==> config.mk <==
export PLATFORM = sky130hd
export DESIGN_NAME = uart_tx_frame_serializer
export DESIGN_NICKNAME = d
export VERILOG_FILES = /design/src/rtl/uart_tx_frame_serializer.sv
export SDC_FILE = /design/constraint.sdc
export NUM_CORES = 1
export LEC_CHECK = 0
export ABC_AREA = 1
export CORE_AREA = 5 5 73 75
export CTS_CLUSTER_DIAMETER = 80
export DETAILED_ROUTE_END_ITERATION = 7
export DIE_AREA = 0 0 78 80
export DONT_BUFFER_PORTS = 1
export PLACE_DENSITY_LB_ADDON = 0.25
export RECOVER_POWER = 100
export SETUP_SLACK_MARGIN = 0.1
export SLEW_MARGIN = 10
export SYNTH_ARGS = -nofsm -noshare
export SYNTH_HDL_FRONTEND = slang
export SYNTH_SLANG_ARGS = --single-unit
==> constraint.sdc <==
create_clock -name CLK -period 4.4 [get_ports CLK]
set_clock_uncertainty 0.2 [all_clocks]
set_input_delay 0 -clock CLK [delete_from_list [all_inputs] [get_ports CLK]]
set_output_delay 0 -clock CLK [all_outputs]
set_load 0.02 [all_outputs]
==> src/rtl/uart_tx_frame_serializer.sv <==
// UART transmit serializer: latches a parallel word and drives start, data (LSB first),
// optional parity and stop bits onto a registered, idle-high line.
module uart_tx_frame_serializer #(
  parameter int unsigned DATA_WIDTH   = 8,
  parameter int unsigned CLKS_PER_BIT = 16,
  parameter int unsigned STOP_BITS    = 1
) (
  input  logic                  CLK,
  input  logic                  RST,
  input  logic [DATA_WIDTH-1:0] P_DATA,
  input  logic                  DATA_VALID,
  input  logic                  PAR_EN,
  input  logic                  PAR_TYP,
  output logic                  TX_OUT,
  output logic                  busy,
  output logic                  frame_done
);

  localparam int unsigned CntW = (CLKS_PER_BIT > 1) ? $clog2(CLKS_PER_BIT) : 1;
  localparam int unsigned BitW = $clog2(DATA_WIDTH);

  localparam logic [CntW-1:0] LastClk  = CntW'(CLKS_PER_BIT - 1);
  localparam logic [BitW-1:0] LastData = BitW'(DATA_WIDTH - 1);
  localparam logic [BitW-1:0] LastStop = BitW'(STOP_BITS - 1);

  typedef enum logic [2:0] {StIdle, StStart, StData, StParity, StStop} state_e;

  state_e                r_state,   w_state_nxt;
  logic [CntW-1:0]       r_clk_cnt, w_clk_cnt_nxt;
  logic [BitW-1:0]       r_bit_cnt, w_bit_cnt_nxt;
  logic [DATA_WIDTH-1:0] r_shift,   w_shift_nxt;
  logic                  r_par_en,  w_par_en_nxt;
  logic                  r_par_bit, w_par_bit_nxt;
  logic                  r_tx,      w_tx_nxt;
  logic                  r_busy,    w_busy_nxt;
  logic                  r_done,    w_done_nxt;
  logic                  w_bit_end;

  assign w_bit_end = (r_clk_cnt == LastClk);

  always_ff @(posedge CLK) begin
    if (RST) begin
      r_state   <= StIdle;
      r_clk_cnt <= '0;
      r_bit_cnt <= '0;
      r_shift   <= '0;
      r_par_en  <= 1'b0;
      r_par_bit <= 1'b0;
      r_tx      <= 1'b1;
      r_busy    <= 1'b0;
      r_done    <= 1'b0;
    end else begin
      r_state   <= w_state_nxt;
      r_clk_cnt <= w_clk_cnt_nxt;
      r_bit_cnt <= w_bit_cnt_nxt;
      r_shift   <= w_shift_nxt;
      r_par_en  <= w_par_en_nxt;
      r_par_bit <= w_par_bit_nxt;
      r_tx      <= w_tx_nxt;
      r_busy    <= w_busy_nxt;
      r_done    <= w_done_nxt;
    end
  end

  always_comb begin
    w_state_nxt   = r_state;
    w_clk_cnt_nxt = r_clk_cnt;
    w_bit_cnt_nxt = r_bit_cnt;
    w_shift_nxt   = r_shift;
    w_par_en_nxt  = r_par_en;
    w_par_bit_nxt = r_par_bit;
    w_tx_nxt      = r_tx;
    w_busy_nxt    = r_busy;
    w_done_nxt    = 1'b0;

    if (r_state != StIdle) begin
      w_clk_cnt_nxt = w_bit_end ? '0 : r_clk_cnt + CntW'(1);
    end

    unique case (r_state)
      StIdle: begin
        w_tx_nxt   = 1'b1;
        w_busy_nxt = 1'b0;
      end
      StStart: begin
        if (w_bit_end) begin
          w_state_nxt   = StData;
          w_tx_nxt      = r_shift[0];
          w_shift_nxt   = r_shift >> 1;
          w_bit_cnt_nxt = '0;
        end
      end
      StData: begin
        if (w_bit_end) begin
          if (r_bit_cnt == LastData) begin
            w_bit_cnt_nxt = '0;
            if (r_par_en) begin
              w_state_nxt = StParity;
              w_tx_nxt    = r_par_bit;
            end else begin
              w_state_nxt = StStop;
              w_tx_nxt    = 1'b1;
            end
          end else begin
            w_tx_nxt      = r_shift[0];
            w_shift_nxt   = r_shift >> 1;
            w_bit_cnt_nxt = r_bit_cnt + BitW'(1);
          end
        end
      end
      StParity: begin
        if (w_bit_end) begin
          w_state_nxt   = StStop;
          w_tx_nxt      = 1'b1;
          w_bit_cnt_nxt = '0;
        end
      end
      StStop: begin
        if (w_bit_end) begin
          if (r_bit_cnt == LastStop) begin
            w_done_nxt  = 1'b1;
            w_state_nxt = StIdle;
            w_tx_nxt    = 1'b1;
            w_busy_nxt  = 1'b0;
          end else begin
            w_bit_cnt_nxt = r_bit_cnt + BitW'(1);
          end
        end
      end
      default: w_state_nxt = StIdle;
    endcase

    // Accept in idle, or on the final stop edge so back-to-back frames have no gap.
    if (DATA_VALID && (r_state == StIdle ||
        (r_state == StStop && w_bit_end && r_bit_cnt == LastStop))) begin
      w_state_nxt   = StStart;
      w_clk_cnt_nxt = '0;
      w_bit_cnt_nxt = '0;
      w_shift_nxt   = P_DATA;
      w_par_en_nxt  = PAR_EN;
      w_par_bit_nxt = (^P_DATA) ^ PAR_TYP;
      w_tx_nxt      = 1'b0;
      w_busy_nxt    = 1'b1;
    end
  end

  assign TX_OUT     = r_tx;
  assign busy       = r_busy;
  assign frame_done = r_done;

endmodule

# Word level (Yosys, flattened, before mapping)
# Index checks and enable logic that the tools add are counted.
[op_classes]
addsub = 2
eq_ne = 22
n_mux = 35
bitwise_logic = 4
reduce_logical = 21
[op_table]
columns = ["cell", "n"]
rows = [
  ["$mux W3", 12],
  ["$mux W8", 4],
  ["$pmux W8 S2", 1],
  ["$ne A3 B3 Y1 const B", 5],
  ["$pmux W3 S5", 1],
  ["$ne A2 B2 Y1 const B", 7],
  ["$reduce_and A7 Y1", 2],
  ["$mux W1", 13],
  ["$reduce_bool A3 Y1", 4],
  ["$pmux W3 S3", 1],
  ["$reduce_xor A8 Y1", 1],
  ["$eq A3 B2 Y1 const B", 2],
  ["$eq A3 B3 Y1 const B", 2],
  ["$logic_not A3 Y1", 2],
  ["$ne A3 B2 Y1 const B", 2],
  ["$reduce_and A6 Y1", 1],
  ["$reduce_bool A6 Y1", 1],
  ["$pmux W1 S5", 1],
  ["$reduce_and A5 Y1", 1],
  ["$add A4 B1 Y4 const B", 1],
  ["$eq A4 B4 Y1 const B", 1],
  ["$mux W4", 1],
  ["$ne A2 B1 Y1 const B", 2],
  ["$reduce_and A4 Y1", 1],
  ["10 further kinds", 15],
]
[word_totals]
register_bits = 23
in_bits = 13
output_inout_bits = 3
elab_cells = 94

# Longest topological paths before layout
[depth]
word_depth = 7
ltp_mapped = 13
depth_no_buf = 12

# Least setup slack after synthesis
# Ideal clock, no wire load.
[synth_path]
kind = "register -> register"
from = "register r_clk_cnt[0]"
to = "register r_shift[0]"
setup_time_ps = 113
arrival_ps = 1413
required_ps = 4087
path_slack_ps = 2675
path_stages_with_launch = 12
n_path_buf = 1
synth_period_minus_slack_ps = 1725
cell_sequence = "dfxtp_1 ha_1 nand3_2 nor2_1 nand2_2 nand2_4 nand2_4 nand2_4 nand2_4 buf_6 nor2_1 nor2_1"
[synth_via]
elab_chain_len = 7
elab_cells_between_ends = 11
cone_classes = "eq/ne: 4; mux: 1; reduce/logical: 6"
[synth_rtl]
columns = ["item", "line_no", "rtl"]
rows = [
  ["from (decl)", "29", "logic [CntW-1:0] r_clk_cnt, w_clk_cnt_nxt;"],
  ["from (signal assigned)", "54", "r_clk_cnt <= w_clk_cnt_nxt;"],
  ["$eq A4 B4 Y1 (*)", "39", "assign w_bit_end = (r_clk_cnt == LastClk);"],
  ["$logic_and A1 B1 Y1 (2 in a row)", "135", "(r_state == StStop && w_bit_end && r_bit_cnt == LastStop))) begin"],
  ["$logic_or A1 B1 Y1", "134", "if (DATA_VALID && (r_state == StIdle ||"],
  ["$logic_and A1 B1 Y1", "134", ""],
  ["$ne A3 B3 Y1 (no line) or $reduce_bool A3 Y1 (tied branches)", "-", ""],
  ["$reduce_and A4 Y1 (no line)", "-", ""],
  ["to (signal assigned)", "56", "r_shift <= w_shift_nxt;"],
  ["to (decl)", "31", "logic [DATA_WIDTH-1:0] r_shift, w_shift_nxt;"],
]
# Every way passes the cells marked *; elsewhere a longest branch is shown, timed or not.
# A chain may end at the register's enable or synchronous reset.

# Worst setup path in the final report
[layout_path]
from = "register r_clk_cnt[0]"
to = "register r_shift[7]"
# The elaborated chain is that of the path after synthesis.

==> results.py <==
metrics = {
    "worst_setup_path": {
        "required_ps": 4360,
        "worstReg2RegEnd": "r_shift[7]",
        "crit_path_frequent_cell": "nand2_1",
        "crit_path_end_kind": "flip-flop",
        "critPathCapture": "r_shift[7]",
        "setup.worst_path.class": "reg2reg",
        "rrSetupSlack_ps": 1440,
        "crit-reg2reg-launch": "r_clk_cnt[0]",
        "worst_path_max_delay_cell": "dlygate4sd3_1",
        "cpPeakStageDelay_ps": 560,
        "crit_arrival_ps": 2930,
        "rr_worst_depth": 11,
        "path_cells": "ha_1 -> nand3_1 -> nor2_1 -> nand2_1 -> nand2_4 -> nand2_1 -> nand2_4 -> nand2_1 -> nand2_1 -> a21oi_1 -> dlygate4sd3_1",
        "cp_max_fo": 18,
        "crit_start": "r_clk_cnt[0]",
        "start_kind": "flip-flop",
    },
    "power_and_ir_drop": {
        "power-per-cell-area_nw_per_um2": 526.6,
        "seq_power_share_pct": 36.6,
        "combPwrFrac_pct": 47.3,
        "swShare_pct": 43.73,
        "p_int_uw": 474.2,
        "p_sw_uw": 368.6,
        "p_clk_share_pct": 16.1,
        "leakagePower_nw": 0.7907,
        "ir_drop_uv": 204.7,
    },
    "clocking": {
        "cts_setup_buffers": 0,
        "clock_path_buffers": 2,
        "clk_latency_ps": 270,
        "cts_inserted_buffers": 3,
        "root_buffer": "clkbuf_8",
        "cts_resized": 0,
        "cts_sinks": 23,
        "holdBufCountCts": 15,
        "path_clk_slew_ps": 80,
        "htree_levels": 1,
        "tritoncts": "built",
    },
    "route": {
        "firstDrtPassIters": 4,
        "wl_per_cell_um": 10.03,
        "post_drt_via_cell_ratio": 4.469,
        "drcViolationCount": 0,
        "routed_wl_um": 2889,
        "postRouteAntennaNets": 0,
        "dr_total_vias": 1287,
        "drtIter0Drc": 53,
    },
    "final_layout": {
        "drive_gt1_share_pct": 5.983,
        "fin_nets": 252,
        "final_common_cell": "nand2_1",
        "diodes": 0,
        "layout_common_cells": "71 x nand2_1, 32 x nor2_1, 29 x inv_1",
        "syn_to_final_growth_pct": 15.02,
    },
    "synth": {
        "synth_fp_nets": 235,
        "yosys_warnings": 0,
        "synth_top_area_share_pct": 33.09,
        "synth_area_leader_cell": "dfxtp_1",
        "syn-cell-area_um2": 1391,
        "ys_types": 25,
        "avgSynthCellArea_um2": 6.382,
        "synth.area.top_cells": "dfxtp_1 33%, nand2_1 18%, nor2_1 8.6%, inv_1 7.6%, nand3_1 4.7%",
        "syn-instance-count": 218,
        "seq_area_frac_synth_pct": 33.09,
        "synth-seq-cells": 23,
    },
    "grt": {
        "grt_max_degree": 19,
        "grt_pass1_vias": 1192,
        "grt-ovfl-total": 0,
        "grt_pass1_wl_um": 5106,
        "antenna_found_initial": 0,
        "track_usage_pct": 10.02,
    },
    "sta": {
        "setup_viol": 0,
        "hold_viol_final": 0,
        "worst_pin_slew_ps": 590.7,
        "finalWorstSetupSlack_ps": 1436,
        "post-route-min-period_ps": 2964,
        "maxSlewViolCount": 0,
        "rsz0062_at_grt": "no",
        "clock.fmax_mhz": 337.4,
        "slew_headroom_pct": 60.52,
        "post-route-period-util_pct": 67.36,
        "fin_setup_tns_ps": 0,
    },
    "outcome": {
        "outcome": "finished clean",
    },
    "place": {
        "hpwl_um": 2082,
        "numPortBuffers": 0,
        "dp_slack_ps": 2406,
        "gp_congestion": 0.8889,
    },
    "hold_path": {
        "min_path_type": "in2reg",
    },
    "floorplanning": {
        "ios": 16,
        "initial_core_util_pct": 30.26,
        "dieArea_um2": 6240,
        "core_area_um2": 4598,
        "dieHeight_um": 80,
        "die_x_um": 78,
        "rows": 25,
    },
    "job": {
        "maxCapViolations": 0,
    },
}
==> metal layers <==
layer / global-route usage (%) / wire, µm / vias to the layer above
met1: 12.39 / 1425 / 558
li1: - / - / 705
met5: 0 / 0 / -
met2: 16.78 / 1313 / 19
met3: 2.822 / 111 / 5
met4: 3.041 / 38 / 0
==> state kept, by name, summed over array words and instances (netlist names) <==
register	cells
r_par_en	1
r_clk_cnt	4
busy	1
r_bit_cnt	3
r_state	3
r_shift	8
TX_OUT	1
frame_done	1
r_par_bit	1
==> cells by family after synthesis <==
group	count (synthesis)	share of synthesized area [%]
flip-flops	23	33.09
buffers and inverters	35	10.79
AND/OR/NAND/NOR	125	39.30
AO/OA/AOI/OAI	27	10.70
adder cells (fa/ha/maj)	4	3.597
XOR/XNOR	4	2.518
==> how the worst min path moves through the flow <==
| stage | from | end | slack [ps] | cells after the start |
|---|---|---|---|---|
| 3_3_place_gp | RST | r_shift[7] | -140 | 1 |
| 4_1_cts | P_DATA[7] | r_shift[7] | 230 | 3 |
| 6_report | RST | busy | 240 | 2 |
| 3_5_place_dp | RST | r_shift[7] | -130 | 1 |
| 5_1_grt | RST | busy | 280 | 2 |
| 2_1_floorplan | RST | r_shift[7] | -140 | 1 |
==> critical path, delay by kind of cell (launching register included) <==
family,cells,cell delay (ps)
DFF,1,380
and+or+nand+nor,8,1440
AOI/OAI and AO/OA,1,70
adders and majority gates,1,210
buffers and inverters,1,560
==> area by class of cell <==
class	instances	area [µm²]
Clock buffer	4	45.04
Fill cell	502	2998
Inverter	32	122.6
Multi-Input combinational cell	160	754.5
Sequential cell	23	460.4
Tap cell	54	67.56
Timing Repair Buffer	15	150.1
==> synth_stat cells <==
cell	n
ha_1	4
nand3_2	2
dfxtp_1	23
inv_2	3
buf_2	1
nor3_1	1
nor2_2	1
inv_1	28
nand2_4	4
a21oi_1	9
nor2_4	1
buf_6	2
nand3_1	13
a21oi_2	2
a211oi_1	1
nor2_1	32
o21ai_2	1
nand4_1	1
xor2_1	2
xnor2_1	2
inv_4	1
o21ai_1	1
nand2_1	68
nand2_2	2
o21ai_0	13
==> through the flow <==
stage | hold WS (ps) | util (%) | instances | area, µm² | total power, mW
3_3_place_gp | -135.9 | 31.13 | 269 | 1431 | 0.7149
6_report | 235.2 | 34.80 | 288 | 1600 | 0.8428
4_1_cts | 233.8 | 35.37 | 288 | 1627 | 0.8683
3_5_place_dp | -134.7 | 31.13 | 269 | 1431 | 0.7116
2_1_floorplan | -137.6 | - | 218 | 1391 | 0.6613
5_1_grt | 277.7 | 34.80 | 288 | 1600 | 0.9403
==> power by group through the flow <==
stage                     combinational, mW  clock (mW)  sequential, mW
after floorplan                       0.357           0           0.305
after global placement                0.400           0           0.315
after detailed placement              0.397           0           0.314
after CTS                             0.418       0.140           0.310
after global routing                  0.474       0.150           0.316
final                                 0.398       0.136           0.309
No activity file was read; power rests on OpenSTA's default activity.
